[src/rtl/multdiv_unit_pkg.sv]
// Shared definitions for the iterative multiply/divide unit: cycle counts,
// engine state encoding and the radix-4 Booth recoding helper.
package multdiv_unit_pkg;

  // Edges from the start edge to the result strobe (one load cycle plus steps).
  localparam int MULT_CYCLES = 17;
  localparam int DIV_CYCLES  = 33;
  localparam int CNT_W       = 6;

  typedef enum logic [1:0] {
    ST_IDLE,
    ST_BUSY,
    ST_DONE
  } eng_state_t;

  // Radix-4 Booth addend for one recoding window {q[i+1], q[i], q[i-1]},
  // widened to 34 bits so that +/-2M never overflows the partial sum.
  function automatic logic [33:0] booth_addend(input logic [31:0] m,
                                               input logic [2:0]  bits);
    logic [33:0] m_ext;
    m_ext = {{2{m[31]}}, m};
    case (bits)
      3'b001, 3'b010: return m_ext;
      3'b011:         return m_ext << 1;
      3'b100:         return 34'd0 - (m_ext << 1);
      3'b101, 3'b110: return 34'd0 - m_ext;
      default:        return 34'd0;
    endcase
  endfunction

endpackage

[src/rtl/multdiv_unit_div_engine.sv]
// Restoring divider on operand magnitudes with sign fix-up and
// divide-by-zero / overflow detection. Result held until the next start.
module multdiv_unit_div_engine
  import multdiv_unit_pkg::*;
(
  input  logic        clock,
  input  logic        reset,
  input  logic        i_start,
  input  logic        i_abort,
  input  logic [31:0] i_a,
  input  logic [31:0] i_b,
  output logic [31:0] o_result,
  output logic        o_exception,
  output logic        o_done
);

  eng_state_t       r_state;
  eng_state_t       w_state_next;
  logic [CNT_W-1:0] r_cnt;
  logic [31:0]      r_a;
  logic [31:0]      r_b;
  logic [31:0]      r_rem;
  logic [31:0]      r_quo;
  logic [31:0]      r_div;
  logic             r_neg;
  logic             r_dz;
  logic [31:0]      r_result;
  logic             r_exc;

  logic [31:0]      w_a_mag;
  logic [31:0]      w_b_mag;
  logic [32:0]      w_rem_shift;
  logic [32:0]      w_trial;
  logic             w_fits;
  logic [31:0]      w_rem_step;
  logic [31:0]      w_quo_step;
  logic [31:0]      w_quo_signed;

  // Magnitudes; 0x80000000 maps onto itself, which reads correctly as 2^31.
  assign w_a_mag = r_a[31] ? (32'd0 - r_a) : r_a;
  assign w_b_mag = r_b[31] ? (32'd0 - r_b) : r_b;

  // One restoring step: shift in the next dividend bit and try a subtract.
  assign w_rem_shift  = {r_rem, r_quo[31]};
  assign w_trial      = w_rem_shift - {1'b0, r_div};
  assign w_fits       = ~w_trial[32];
  assign w_rem_step   = w_fits ? w_trial[31:0] : w_rem_shift[31:0];
  assign w_quo_step   = {r_quo[30:0], w_fits};
  assign w_quo_signed = r_dz  ? 32'd0 :
                        r_neg ? (32'd0 - w_quo_step) : w_quo_step;

  // State register.
  always_ff @(posedge clock) begin
    // NOTE: sequential state uses non-blocking assignments so every flop
    // samples pre-edge values regardless of block ordering.
    if (reset) r_state <= ST_IDLE;
    else       r_state <= w_state_next;
  end

  // Next-state logic: abort beats start, start restarts from the load cycle.
  always_comb begin
    // NOTE: the default assignment first keeps this block free of latches.
    w_state_next = r_state;
    if (i_abort) begin
      w_state_next = ST_IDLE;
    end else if (i_start) begin
      w_state_next = ST_BUSY;
    end else begin
      case (r_state)
        ST_BUSY: if (r_cnt == CNT_W'(DIV_CYCLES - 1)) w_state_next = ST_DONE;
        ST_DONE: w_state_next = ST_IDLE;
        default: w_state_next = r_state;
      endcase
    end
  end

  // Datapath: capture on start, load magnitudes, iterate, publish on last step.
  always_ff @(posedge clock) begin
    if (reset) begin
      r_cnt    <= '0;
      r_a      <= '0;
      r_b      <= '0;
      r_rem    <= '0;
      r_quo    <= '0;
      r_div    <= '0;
      r_neg    <= 1'b0;
      r_dz     <= 1'b0;
      r_result <= '0;
      r_exc    <= 1'b0;
    end else if (i_start) begin
      r_cnt    <= '0;
      r_a      <= i_a;
      r_b      <= i_b;
      r_result <= '0;
      r_exc    <= 1'b0;
    end else if (r_state == ST_BUSY && !i_abort) begin
      r_cnt <= r_cnt + CNT_W'(1);
      if (r_cnt == '0) begin
        r_rem <= '0;
        r_quo <= w_a_mag;
        r_div <= w_b_mag;
        r_neg <= r_a[31] ^ r_b[31];
        r_dz  <= (r_b == 32'd0);
      end else begin
        r_rem <= w_rem_step;
        r_quo <= w_quo_step;
        if (r_cnt == CNT_W'(DIV_CYCLES - 1)) begin
          r_result <= w_quo_signed;
          // A positive quotient of 2^31 only arises from 0x80000000 / -1.
          r_exc    <= r_dz | (~r_neg & w_quo_step[31]);
        end
      end
    end
  end

  assign o_result    = r_result;
  assign o_exception = r_exc;
  assign o_done      = (r_state == ST_DONE);

endmodule

[src/rtl/multdiv_unit.sv]
// Iterative signed 32-bit multiply/divide unit. Radix-4 Booth multiplier
// inline, restoring divider in a sub-module, select flop picks the output.
module multdiv_unit
  import multdiv_unit_pkg::*;
(
  input  logic        clock,
  input  logic        reset,
  input  logic [31:0] data_operandA,
  input  logic [31:0] data_operandB,
  input  logic        ctrl_MULT,
  input  logic        ctrl_DIV,
  output logic [31:0] data_result,
  output logic        data_exception,
  output logic        data_resultRDY
);

  logic             w_mult_start;
  logic             w_div_start;
  logic             r_sel_mult;

  eng_state_t       r_mstate;
  eng_state_t       w_mstate_next;
  logic [CNT_W-1:0] r_mcnt;
  logic [31:0]      r_mcand;
  logic [31:0]      r_mplier;
  logic [64:0]      r_prod;
  logic [31:0]      r_mresult;
  logic             r_mexc;
  logic [33:0]      w_msum;
  logic [64:0]      w_prod_step;
  logic [31:0]      w_prod_hi;
  logic [31:0]      w_prod_lo;

  logic [31:0]      w_dresult;
  logic             w_dexc;
  logic             w_ddone;

  // Multiply wins when both pulses arrive together.
  assign w_mult_start = ctrl_MULT;
  assign w_div_start  = ctrl_DIV & ~ctrl_MULT;

  // Select flop: remembers which engine owns the shared outputs.
  always_ff @(posedge clock) begin
    if (reset)             r_sel_mult <= 1'b1;
    else if (w_mult_start) r_sel_mult <= 1'b1;
    else if (w_div_start)  r_sel_mult <= 1'b0;
  end

  // Multiplier state register.
  always_ff @(posedge clock) begin
    if (reset) r_mstate <= ST_IDLE;
    else       r_mstate <= w_mstate_next;
  end

  // Multiplier next state; a divide start aborts any multiply in flight.
  always_comb begin
    w_mstate_next = r_mstate;
    if (w_mult_start) begin
      w_mstate_next = ST_BUSY;
    end else if (w_div_start) begin
      w_mstate_next = ST_IDLE;
    end else begin
      case (r_mstate)
        ST_BUSY: if (r_mcnt == CNT_W'(MULT_CYCLES - 1)) w_mstate_next = ST_DONE;
        ST_DONE: w_mstate_next = ST_IDLE;
        default: w_mstate_next = r_mstate;
      endcase
    end
  end

  // Booth step: add the recoded multiple to the sign-extended high half,
  // then shift the {high, multiplier, q-1} register right by two.
  assign w_msum      = {{2{r_prod[64]}}, r_prod[64:33]} + booth_addend(r_mcand, r_prod[2:0]);
  assign w_prod_step = {w_msum, r_prod[32:2]};
  assign w_prod_hi   = w_prod_step[64:33];
  assign w_prod_lo   = w_prod_step[32:1];

  // Multiplier datapath: capture, load, 16 Booth steps, publish on the last.
  always_ff @(posedge clock) begin
    if (reset) begin
      r_mcnt    <= '0;
      r_mcand   <= '0;
      r_mplier  <= '0;
      r_prod    <= '0;
      r_mresult <= '0;
      r_mexc    <= 1'b0;
    end else if (w_mult_start) begin
      r_mcnt    <= '0;
      r_mcand   <= data_operandA;
      r_mplier  <= data_operandB;
      r_mresult <= '0;
      r_mexc    <= 1'b0;
    end else if (r_mstate == ST_BUSY && !w_div_start) begin
      r_mcnt <= r_mcnt + CNT_W'(1);
      if (r_mcnt == '0) begin
        r_prod <= {32'd0, r_mplier, 1'b0};
      end else begin
        r_prod <= w_prod_step;
        if (r_mcnt == CNT_W'(MULT_CYCLES - 1)) begin
          r_mresult <= w_prod_lo;
          r_mexc    <= (w_prod_hi != {32{w_prod_lo[31]}});
        end
      end
    end
  end

  multdiv_unit_div_engine u_div (
    .clock       (clock),
    .reset       (reset),
    .i_start     (w_div_start),
    .i_abort     (w_mult_start),
    .i_a         (data_operandA),
    .i_b         (data_operandB),
    .o_result    (w_dresult),
    .o_exception (w_dexc),
    .o_done      (w_ddone)
  );

  assign data_result    = r_sel_mult ? r_mresult : w_dresult;
  assign data_exception = r_sel_mult ? r_mexc    : w_dexc;
  assign data_resultRDY = r_sel_mult ? (r_mstate == ST_DONE) : w_ddone;

endmodule

[config.mk]
export PLATFORM = sky130hd
export DESIGN_NAME = multdiv_unit
export DESIGN_NICKNAME = d
export VERILOG_FILES = /design/src/rtl/multdiv_unit_pkg.sv /design/src/rtl/multdiv_unit_div_engine.sv /design/src/rtl/multdiv_unit.sv
export SDC_FILE = /design/constraint.sdc
export NUM_CORES = 1
export LEC_CHECK = 0
export ABC_AREA = 1
export CORE_MARGIN = 4
export CORE_UTILIZATION = 60
export CTS_CLUSTER_DIAMETER = 200
export DETAILED_ROUTE_END_ITERATION = 7
export GPL_TIMING_DRIVEN = 0
export PLACE_DENSITY_LB_ADDON = 0.1
export SKIP_LAST_GASP = 1
export SYNTH_ARGS = -nofsm -noshare
export SYNTH_HDL_FRONTEND = slang
export SYNTH_SLANG_ARGS = --single-unit
[constraint.sdc]
create_clock -name clock -period 6 [get_ports clock]
set_input_delay 0.6 -clock clock [delete_from_list [all_inputs] [get_ports clock]]
set_output_delay 0.6 -clock clock [all_outputs]
set_load 0.01 [all_outputs]
Yosys cells after proc, flatten, opt, wreduce, memory -nomap -nowiden
Index checks and enable logic that the tools add are counted.
- register bits: 374
- input bits: 68
- output and inout port bits: 34
- logic and storage cells: 101
- add/sub/neg operators: 9
- equality and inequality tests: 17
- multiplexer cells: 19
- bitwise gates (word level): 10
- reductions and logical operators: 25
- operators by type and width (cell ; count):
    32-bit 2-to-1 mux ; 8
    34-bit one-hot mux with 4 select lines ; 1
    1-bit by 32-bit subtractor with 32-bit output, first input constant ; 3
    65-bit 2-to-1 mux ; 1
    34-bit adder ; 1
    1-bit by 33-bit subtractor with 34-bit output, first input constant ; 1
    1-bit by 32-bit subtractor with 33-bit output, first input constant ; 1
    33-bit by 32-bit subtractor with 33-bit output ; 1
    32-bit logical NOT ; 1
    32-bit != test ; 1
    6-bit by 1-bit adder with 6-bit output, second input constant ; 2
    6-bit logical NOT ; 2
    2-bit AND reduction ; 6
    3-bit equality test, second input constant ; 3
    3-bit AND reduction ; 3
    2-bit one-hot mux with 2 select lines ; 2
    2-bit OR reduction ; 4
    3-bit by 2-bit equality test with 1-bit output, second input constant ; 2
    6-bit by 5-bit equality test with 1-bit output, second input constant ; 1
    6-bit equality test, second input constant ; 1
    1-bit NOT ; 6
    1-bit 2-to-1 mux ; 5
    2-bit by 1-bit equality test with 1-bit output, second input constant ; 2
    2-bit equality test, second input constant ; 2
    other kinds (14) ; 20

Logic depth before layout (Yosys ltp)
Gate-level depths: netlist of the first run.
- depth after elaboration: 5
- depth in mapped cells: 32
- mapped depth without buffers: 32

Cells and area by module
A second synthesis of the first run with hierarchy kept.
- cells, all modules: 3682
- area total of the unflattened synthesis: 23535.1 sq um
- by module, submodules not included (module ; instances ; cells an instance ; area each (sq um) ; sequential area each (sq um)):
    multdiv_unit_div_engine ; 1 ; 1787 ; 12004.0 ; 4063.9
    multdiv_unit ; 1 ; 1895 ; 11531.1 ; 3423.3

Worst setup path after synthesis of the first run
No wires, ideal clock.
- path type: reg-to-reg
- start: register r_mcand[0]
- end: register r_mexc
- library setup time: 0.117 ns
- data arrival time: 3.425 ns
- required time: 5.883 ns
- slack: 2.458 ns
- cell stages (with the launch flop): 26
- cells stage by stage: dfxtp_1 > inv_2 > ha_1 > nand3_1 > nor3_2 > nand3_2 > nor3_4 > nand2_1 > nor3_1 > xor2_1 > o221ai_1 > ha_1 > nand2_1 > nor2_1 > inv_1 > nor2_1 > nand4_1 > nand3_1 > xor2_1 > nand2_1 > nor2_1 > nand3_1 > nand2_1 > nand3_1 > nor2_1 > nor2_1
- longest elaborated chain between the ends: 4
- elaborated cells on any way between the ends: 5
- ends and longest elaborated chain (what ; line ; RTL):
    from (decl) ; multdiv_unit.sv:24 ; logic [31:0] r_mcand;
    from (signal assigned) ; multdiv_unit.sv:89 ; r_mcand <= data_operandA;
    1-bit by 33-bit subtractor with 34-bit output / 1-bit by 32-bit subtractor with 33-bit output (equally long branches) ; multdiv_unit_pkg.sv:25, multdiv_unit_pkg.sv:26 ;
    34-bit one-hot mux with 4 select lines (*) ; multdiv_unit_pkg.sv:22 ; case (bits)
    34-bit adder (*) ; multdiv_unit.sv:73 ; assign w_msum = {{2{r_prod[64]}}, r_prod[64:33]} + booth_addend(r_mcand, r_prod[2:0]);
    32-bit != test (*) ; multdiv_unit.sv:101 ; r_mexc <= (w_prod_hi != {32{w_prod_lo[31]}});
    to (signal assigned) ; multdiv_unit.sv:101 ;
    to (decl) ; multdiv_unit.sv:28 ; logic r_mexc;
Every way passes the cells marked *; elsewhere a longest branch is shown, timed or not.
A chain may end at the register's enable or synchronous reset.

Worst setup path after layout of the first run
- start: register r_prod[1]
- end: register r_mexc
- longest elaborated chain between the ends: 5
- elaborated cells on any way between the ends: 11
- ends and longest elaborated chain (what ; line ; RTL):
    from (decl) ; multdiv_unit.sv:26 ; logic [64:0] r_prod;
    from (signal assigned) ; multdiv_unit.sv:96 ; r_prod <= {32'd0, r_mplier, 1'b0};
    from (signal assigned) ; multdiv_unit.sv:98 ; r_prod <= w_prod_step;
    3-bit equality test, or another cell as far along ; multdiv_unit_pkg.sv:22 ;
    2-bit OR reduction ; multdiv_unit_pkg.sv:22 ;
    34-bit one-hot mux with 4 select lines (*) ; multdiv_unit_pkg.sv:22 ;
    34-bit adder (*) ; multdiv_unit.sv:73 ;
    32-bit != test (*) ; multdiv_unit.sv:101 ;
Marked as above.

==> impl_metrics.tcl, run 1 <==
set metrics [dict create \
    outcome "finished, final reports clean" \
    critPathLaunch "r_prod[1]$_SDFFE_PP0P_" \
    initial_core_util_pct 60.7 \
    fin_total_pwr_mw 6.40 \
    hp-class "register to register" \
    synth.area.top_cells "dfxtp_1 (33%), nand2_1 (13%), a21oi_1 (7.4%)" \
    regToRegStartpoint "r_prod[1]$_SDFFE_PP0P_" \
    wirelength_mm 84.3 \
    dieArea_um2 41300 \
    drive_above_1_share_pct 4.48 \
    ys_ff_latch 374 \
    path_clk_slew_ns 0.06 \
    crit_type "register to register" \
    num_rows 71 \
    syn_inst 3534 \
    min_from "r_prod[52]$_SDFFE_PP0P_" \
    syn_area_per_cell_um2 6.47 \
    root_buffer "clkbuf_16" \
    cts_max_path_buffers 3 \
    async_reset_ff_share_pct 0 \
    setup_viol 0 \
    portBuffers 101 \
    syn_nets 3679 \
    io_pins 102 \
    min_period_over_period_pct 86.5 \
    hpwlAfterDp_mm 65.9 \
    syn_area_um2 22900 \
    fin_cells 4221 \
    overflow 0 \
    crit_path_max_fanout 10 \
    relSlewSlack_pct 31.2 \
    yosysWarningCount 0 \
    antenna_left 0 \
    hold_buffers 0 \
    dp_worst_setup_slack_ns 0.908 \
    numCtsBuffers 41 \
    grt_pass1_vias 24600 \
    skew_ns 0.0196 \
    viasPerCell 6.05 \
    syn2layout_area_growth_pct 13.4 \
    hold_viol 0 \
    grt_max_degree 15 \
    rsz0062_at_grt "no" \
    first_pass_iters 8 \
    hold_ws_ns 0.470 \
    stdcell_area_um2 25900 \
    post_cts_resized 0 \
    tns_ns 0 \
    cp.arrival_ns 5.64 \
    p_per_area_nw_per_um2 247 \
    wire_per_inst_um 20.0 \
    ir_drop_mv 0.346 \
    ys.flop_type "dfxtp_1" \
    worst_slack_ns 0.810 \
    yosysUniqueCellTypes 58 \
    p_leak_nw 11.4 \
    antenna_found_initial 2 \
    synth_top_area_share_pct 32.7 \
    seq_area_frac_synth_pct 32.7 \
    cts_tree "built" \
    endpoint_kind "register" \
    max_freq_mhz 193 \
    required_ns 6.45 \
    die_height_um 203 \
    cts_setup_buffers 0 \
    final.min_clock_period_ns 5.19 \
    globalplace.congestion 1.02 \
    placedInstanceArea_um2 24500 \
    track_usage_pct 39.2 \
    core_um2 37700 \
    drv_slew 0 \
    die_x_um 203 \
    worst_setup_path_start_kind "register" \
    tightest_slew_ns 1.03 \
    synth_edf_count 0 \
    synth_top_area_cell "dfxtp_1" \
    max-cap-violations 0 \
    clk_latency_ns 0.58 \
    grt_first_pass_wirelength_mm 130 \
    dp_cells 4146 \
    final_nets 3823 \
    dr_total_vias 25500 \
    drc 0 \
    final_util_pct 68.9 \
    cts_sinks 374 \
    h-tree-depth 2 \
    drt_iter0_drc 2949 \
    r2r_slack_ns 0.81 \
]
==> critical path: stages, from the launching register on <==
cell and delay [ns]:
dfxtp_1 0.51, nor2_1 0.07, inv_1 0.14, nand2_1 0.16
nor2_1 0.26, clkinv_1 0.38, clkbuf_1 0.40, o21ai_0 0.55
ha_1 0.42, nand2_1 0.12, nand3_1 0.14, nand2_1 0.09
nand2_1 0.11, nand2_1 0.12, nand2_1 0.19, nand2_1 0.17
nand2_1 0.07, nand2_1 0.06, nand2_1 0.06, inv_1 0.05
nand2_1 0.05, nor2_1 0.11, nand3_1 0.08, nor2_1 0.21
nand3_1 0.10, nor2_1 0.36, nor2_1 0.08
==> routing by layer <==
metal,GRT usage [%],vias up,part of all wire [%]
li1,-,12000,-
met2,67.3,1380,47
met3,6.14,372,8.3
met1,45.3,11800,37
met4,25.5,0,7.8
met5,0,-,0
==> cell type report <==
cell class / instances / area (µm²)
multi-input cells: 2574 / 13100
fillers: 3256 / 11700
well taps: 511 / 639
plain buffers: 158 / 639
inverters: 428 / 1610
repair buffers: 101 / 1010
clock buffers: 54 / 1140
flip-flops and latches: 374 / 7490
clock inverters: 18 / 254
diodes: 3 / 7.51
==> kinds of logic after synthesis <==
group	Yosys count	share of synthesized area, %
adder cells (fa/ha/maj)	77	4.28
XOR/XNOR	80	3.24
AO/OA/AOI/OAI	857	21.0
buffers and inverters	586	9.82
AND/OR/NAND/NOR	1560	29.0
flip-flops	374	32.7
==> worst paths after layout <==
path | depth (start not counted) | endpoint
setup / recovery | 26 | r_mexc$_SDFFE_PP0P_
hold / removal | 2 | r_prod[52]$_SDFFE_PP0P_
setup reg to reg | 26 | r_mexc$_SDFFE_PP0P_
hold reg to reg | 2 | r_prod[52]$_SDFFE_PP0P_
==> cells in the mapped netlist (all sizes together), types with 2 or more instances <==
cell     count
nand2      835
inv        421
nor2       385
dfxtp      374
a21oi      344
o21ai      315
nand3      204
clkbuf     129
ha          75
o211ai      67
xor2        53
nor3        50
nand4       35
buf         29
o22ai       29
a31oi       28
xnor2       24
nor4        17
o2111ai     16
o21bai      12
or2         12
nand3b      11
a211oi       8
a21o         7
clkinv       7
a221o        6
and2         5
o21a         5
o31ai        5
a221oi       4
o221ai       4
and3         3
nor3b        3
xnor3        3
a21boi       2
fa           2
==> power by group <==
group | total, mW | switching [mW] | internal (mW)
Sequential | 2.65 | 0.0814 | 2.56
Clock | 2.66 | 1.10 | 1.57
Combinational | 1.09 | 0.750 | 0.344
Total | 6.40 | 1.93 | 4.47
==> layout by cell type (no fill, tap or decap), types with 7 or more instances in the layout <==
cell type	Yosys	final
o22ai_1	29	29
clkbuf_8	0	7
a21oi_1	340	340
nor4_1	17	17
nand2_1	819	819
nand4_1	35	35
xnor2_1	24	24
inv_1	412	412
a211oi_1	8	8
o21ai_1	7	7
or2_2	11	11
nand2_2	13	13
a31oi_1	28	28
nor2_4	7	7
clkinv_1	7	7
ha_1	75	75
dfxtp_1	374	374
nor2_2	7	7
nand3b_1	11	11
a21o_1	7	7
o2111ai_1	16	16
buf_2	19	19
nor2_1	370	370
clkdlybuf4s50_1	0	101
xor2_1	53	53
nor3_1	43	43
clkbuf_1	129	135
o21bai_1	12	12
o211ai_1	66	66
nand3_1	198	198
clkbuf_16	0	41
inv_2	9	9
o21ai_0	303	303
==> flip-flops by register name (all words and copies together), names as in the netlist, 6 cells and up <==
signal,cells
u_div.r_div,32
u_div.r_cnt,6
u_div.o_result,32
r_mcnt,6
u_div.r_b,32
r_mcand,32
r_mresult,32
u_div.r_rem,32
r_mplier,32
r_prod,65
u_div.r_a,32
u_div.r_quo,32
Power figures use the tool's default switching activity.
==> run 2: changes to the inputs <==
--- a/config.mk
+++ b/config.mk
@@ -7,11 +7,13 @@
 export LEC_CHECK = 0
 export ABC_AREA = 1
 export CORE_MARGIN = 4
-export CORE_UTILIZATION = 60
+export CORE_UTILIZATION = 40
 export CTS_CLUSTER_DIAMETER = 200
+export CTS_CLUSTER_SIZE = 12
 export DETAILED_ROUTE_END_ITERATION = 7
 export GPL_TIMING_DRIVEN = 0
 export PLACE_DENSITY_LB_ADDON = 0.1
+export REMOVE_ABC_BUFFERS = 1
 export SKIP_LAST_GASP = 1
 export SYNTH_ARGS = -nofsm -noshare
 export SYNTH_HDL_FRONTEND = slang
==> run 2 against run 1 <==
  * Critical path depth decreased by 5
  * Highest routed layer unchanged
  * Maximum frequency decreased by 2.5%
  * Sequential power about the same
  * Largest cell class unchanged
  * Sequential share of layout area increased by 0.47 points
  * Via count decreased by 9.5%
  * First-iteration DRC count decreased by 48%
==> impl_metrics.tcl, run 2 (synthesized netlist as in run 1, its figures left out) <==
set metrics [dict create \
    cts_max_path_buffers 3 \
    path_buf_inv 3 \
    skew_ns 0.0329 \
    met3_usage_pct 2.52 \
    grtUsageMet2_pct 43.6 \
    hold_ws_ns 0.449 \
    crit_type "register to register" \
    final_nets 3677 \
    grt-busiest-layer "met2" \
    layout_common_cells "nand2_1 (817), inv_1 (410), dfxtp_1 (374), nor2_1 (362), a21oi_1 (340)" \
    final.min_clock_period_ns 5.32 \
    rsz0062_at_grt "no" \
    cts_setup_buffers 0 \
    path_clk_slew_ns 0.06 \
    fin_total_pwr_mw 5.78 \
    min_to "r_mresult[12]$_SDFFE_PP0P_" \
    crit_path_max_fanout 19 \
    grt_max_degree 102 \
    ff2ff_path_depth 21 \
    cts_tree "built" \
    drc 0 \
    antenna_cells 0 \
    hp-class "register to register" \
    fillers 5884 \
    fin_cells 4290 \
    relSlewSlack_pct 12.5 \
    root_buffer "clkbuf_16" \
    r2r_end "r_mexc$_SDFFE_PP0P_" \
    overflow 0 \
    grt_pass1_vias 22000 \
    wire_per_inst_um 17.9 \
    globalplace.congestion 0.944 \
    min_from "r_mresult[12]$_SDFFE_PP0P_" \
    drive_above_1_share_pct 4.27 \
    dp_cells 4249 \
    max_freq_mhz 188 \
    max-cap-violations 0 \
    cts_sinks 374 \
    worst_setup_path_start_kind "register" \
    setup_viol 0 \
    hold_depth 2 \
    track_usage_pct 24.5 \
    dr_total_vias 23100 \
    initial_core_util_pct 40.5 \
    tns_ns 0 \
    viasPerCell 5.38 \
    wirelength_mm 76.9 \
    first_pass_iters 7 \
    p_leak_nw 11.1 \
    placedInstanceArea_um2 24500 \
    die_height_um 247 \
    cp_common_cell "nor2_1" \
    drt_iter0_drc 1528 \
    core_um2 56500 \
    path_cells "nor2_1 -> inv_1 -> nand2_1 -> nor2_2 -> clkinv_2 -> nor2_1 -> nor3_1 -> fa_2 -> clkinv_1 -> nor2_1 -> nand3_1 -> nor2_1 -> nand2_1 -> nor2_1 -> nand2_1 -> o21ai_0 -> nand2_1 -> nor2_1 -> nand3_1 -> nor2_1 -> nor2_1" \
    r2r_slack_ns 0.68 \
    met1_usage_pct 31.3 \
    regMostFlops "r_prod" \
    largest_reg_flops 65 \
    regToRegStartpoint "r_prod[1]$_SDFFE_PP0P_" \
    critPathTopFamily "simple AND/OR/NAND/NOR gates" \
    dieArea_um2 61100 \
    ir_drop_mv 0.180 \
    slowest_delay_ns 0.85 \
    hpwlAfterDp_mm 57.4 \
    min_period_over_period_pct 88.7 \
    p_per_area_nw_per_um2 226 \
    cpMaxStageDelayCell "fa_2" \
    h-tree-depth 2 \
    drv_slew 0 \
    hold_viol 0 \
    tightest_slew_ns 1.31 \
    hold_buffers 0 \
    portBuffers 101 \
    num_rows 87 \
    endpoint_kind "register" \
    syn2layout_area_growth_pct 11.6 \
    numCtsBuffers 37 \
    required_ns 6.45 \
    clk_latency_ns 0.57 \
    antenna_found_initial 1 \
    die_x_um 247 \
    antenna_left 0 \
    outcome "finished, final reports clean" \
    grt_first_pass_wirelength_mm 120 \
    layout_commonest_cell "nand2_1" \
    io_pins 102 \
    stdcell_area_um2 25500 \
    cp.arrival_ns 5.77 \
]
## run 2: worst max-delay path by stage
stage                      startpoint                         end  cells past startpoint  slack [ns]
4_1_cts        r_prod[1]$_SDFFE_PP0P_         r_mexc$_SDFFE_PP0P_                     21        0.26
2_1_floorplan                ctrl_DIV     r_prod[41]$_SDFFE_PP0P_                      9        0.60
6_report       r_prod[1]$_SDFFE_PP0P_         r_mexc$_SDFFE_PP0P_                     21        0.68
3_5_place_dp   r_prod[1]$_SDFFE_PP0P_         r_mexc$_SDFFE_PP0P_                     21       -0.50
3_3_place_gp                    reset  u_div.r_b[11]$_SDFFE_PP0P_                      4       -6.24
5_1_grt        r_prod[1]$_SDFFE_PP0P_         r_mexc$_SDFFE_PP0P_                     21        0.37
## run 2: cell type report
cell class | count | area (µm²) | area share, %
well taps | 756 | 946 | 3.71
flip-flops and latches | 374 | 7490 | 29.3
clock inverters | 4 | 52.6 | 0.206
inverters | 428 | 1620 | 6.33
multi-input cells | 2574 | 13200 | 51.7
clock buffers | 37 | 926 | 3.63
repair buffers | 117 | 1300 | 5.08
## run 2: report_power, final
part / internal, mW / switching [mW] / total, mW
logic: 0.336 / 0.674 / 1.01
registers: 2.56 / 0.0837 / 2.65
clock network: 1.11 / 1.02 / 2.12
total: 4.00 / 1.77 / 5.78
## run 2: stage by stage
| stage | util, % | setup WS (ns) |
|---|---|---|
| after floorplan | - | 0.596 |
| after global placement | 42.8 | -6.24 |
| after detailed placement | 43.4 | -0.500 |
| after CTS | 45.2 | 0.258 |
| after global routing | 45.2 | 0.374 |
| final | 45.2 | 0.677 |
## run 2: worst min-delay path: stages (launching register included)
cell	delay, ns
dfxtp_1	0.30
inv_1	0.05
a21oi_1	0.05
## run 2: timing repair
item                                    in CTS  in global routing
endpoints found under the setup margin       1                  1
resized for setup                            3                  1
pin swaps                                    0                  0
## run 2: per-layer routing
layer	wire length [µm]	vias to the layer above
met1	34200	10800
li1	-	11600
met2	37600	501
met3	2900	125
met5	0	-
met4	2140	0
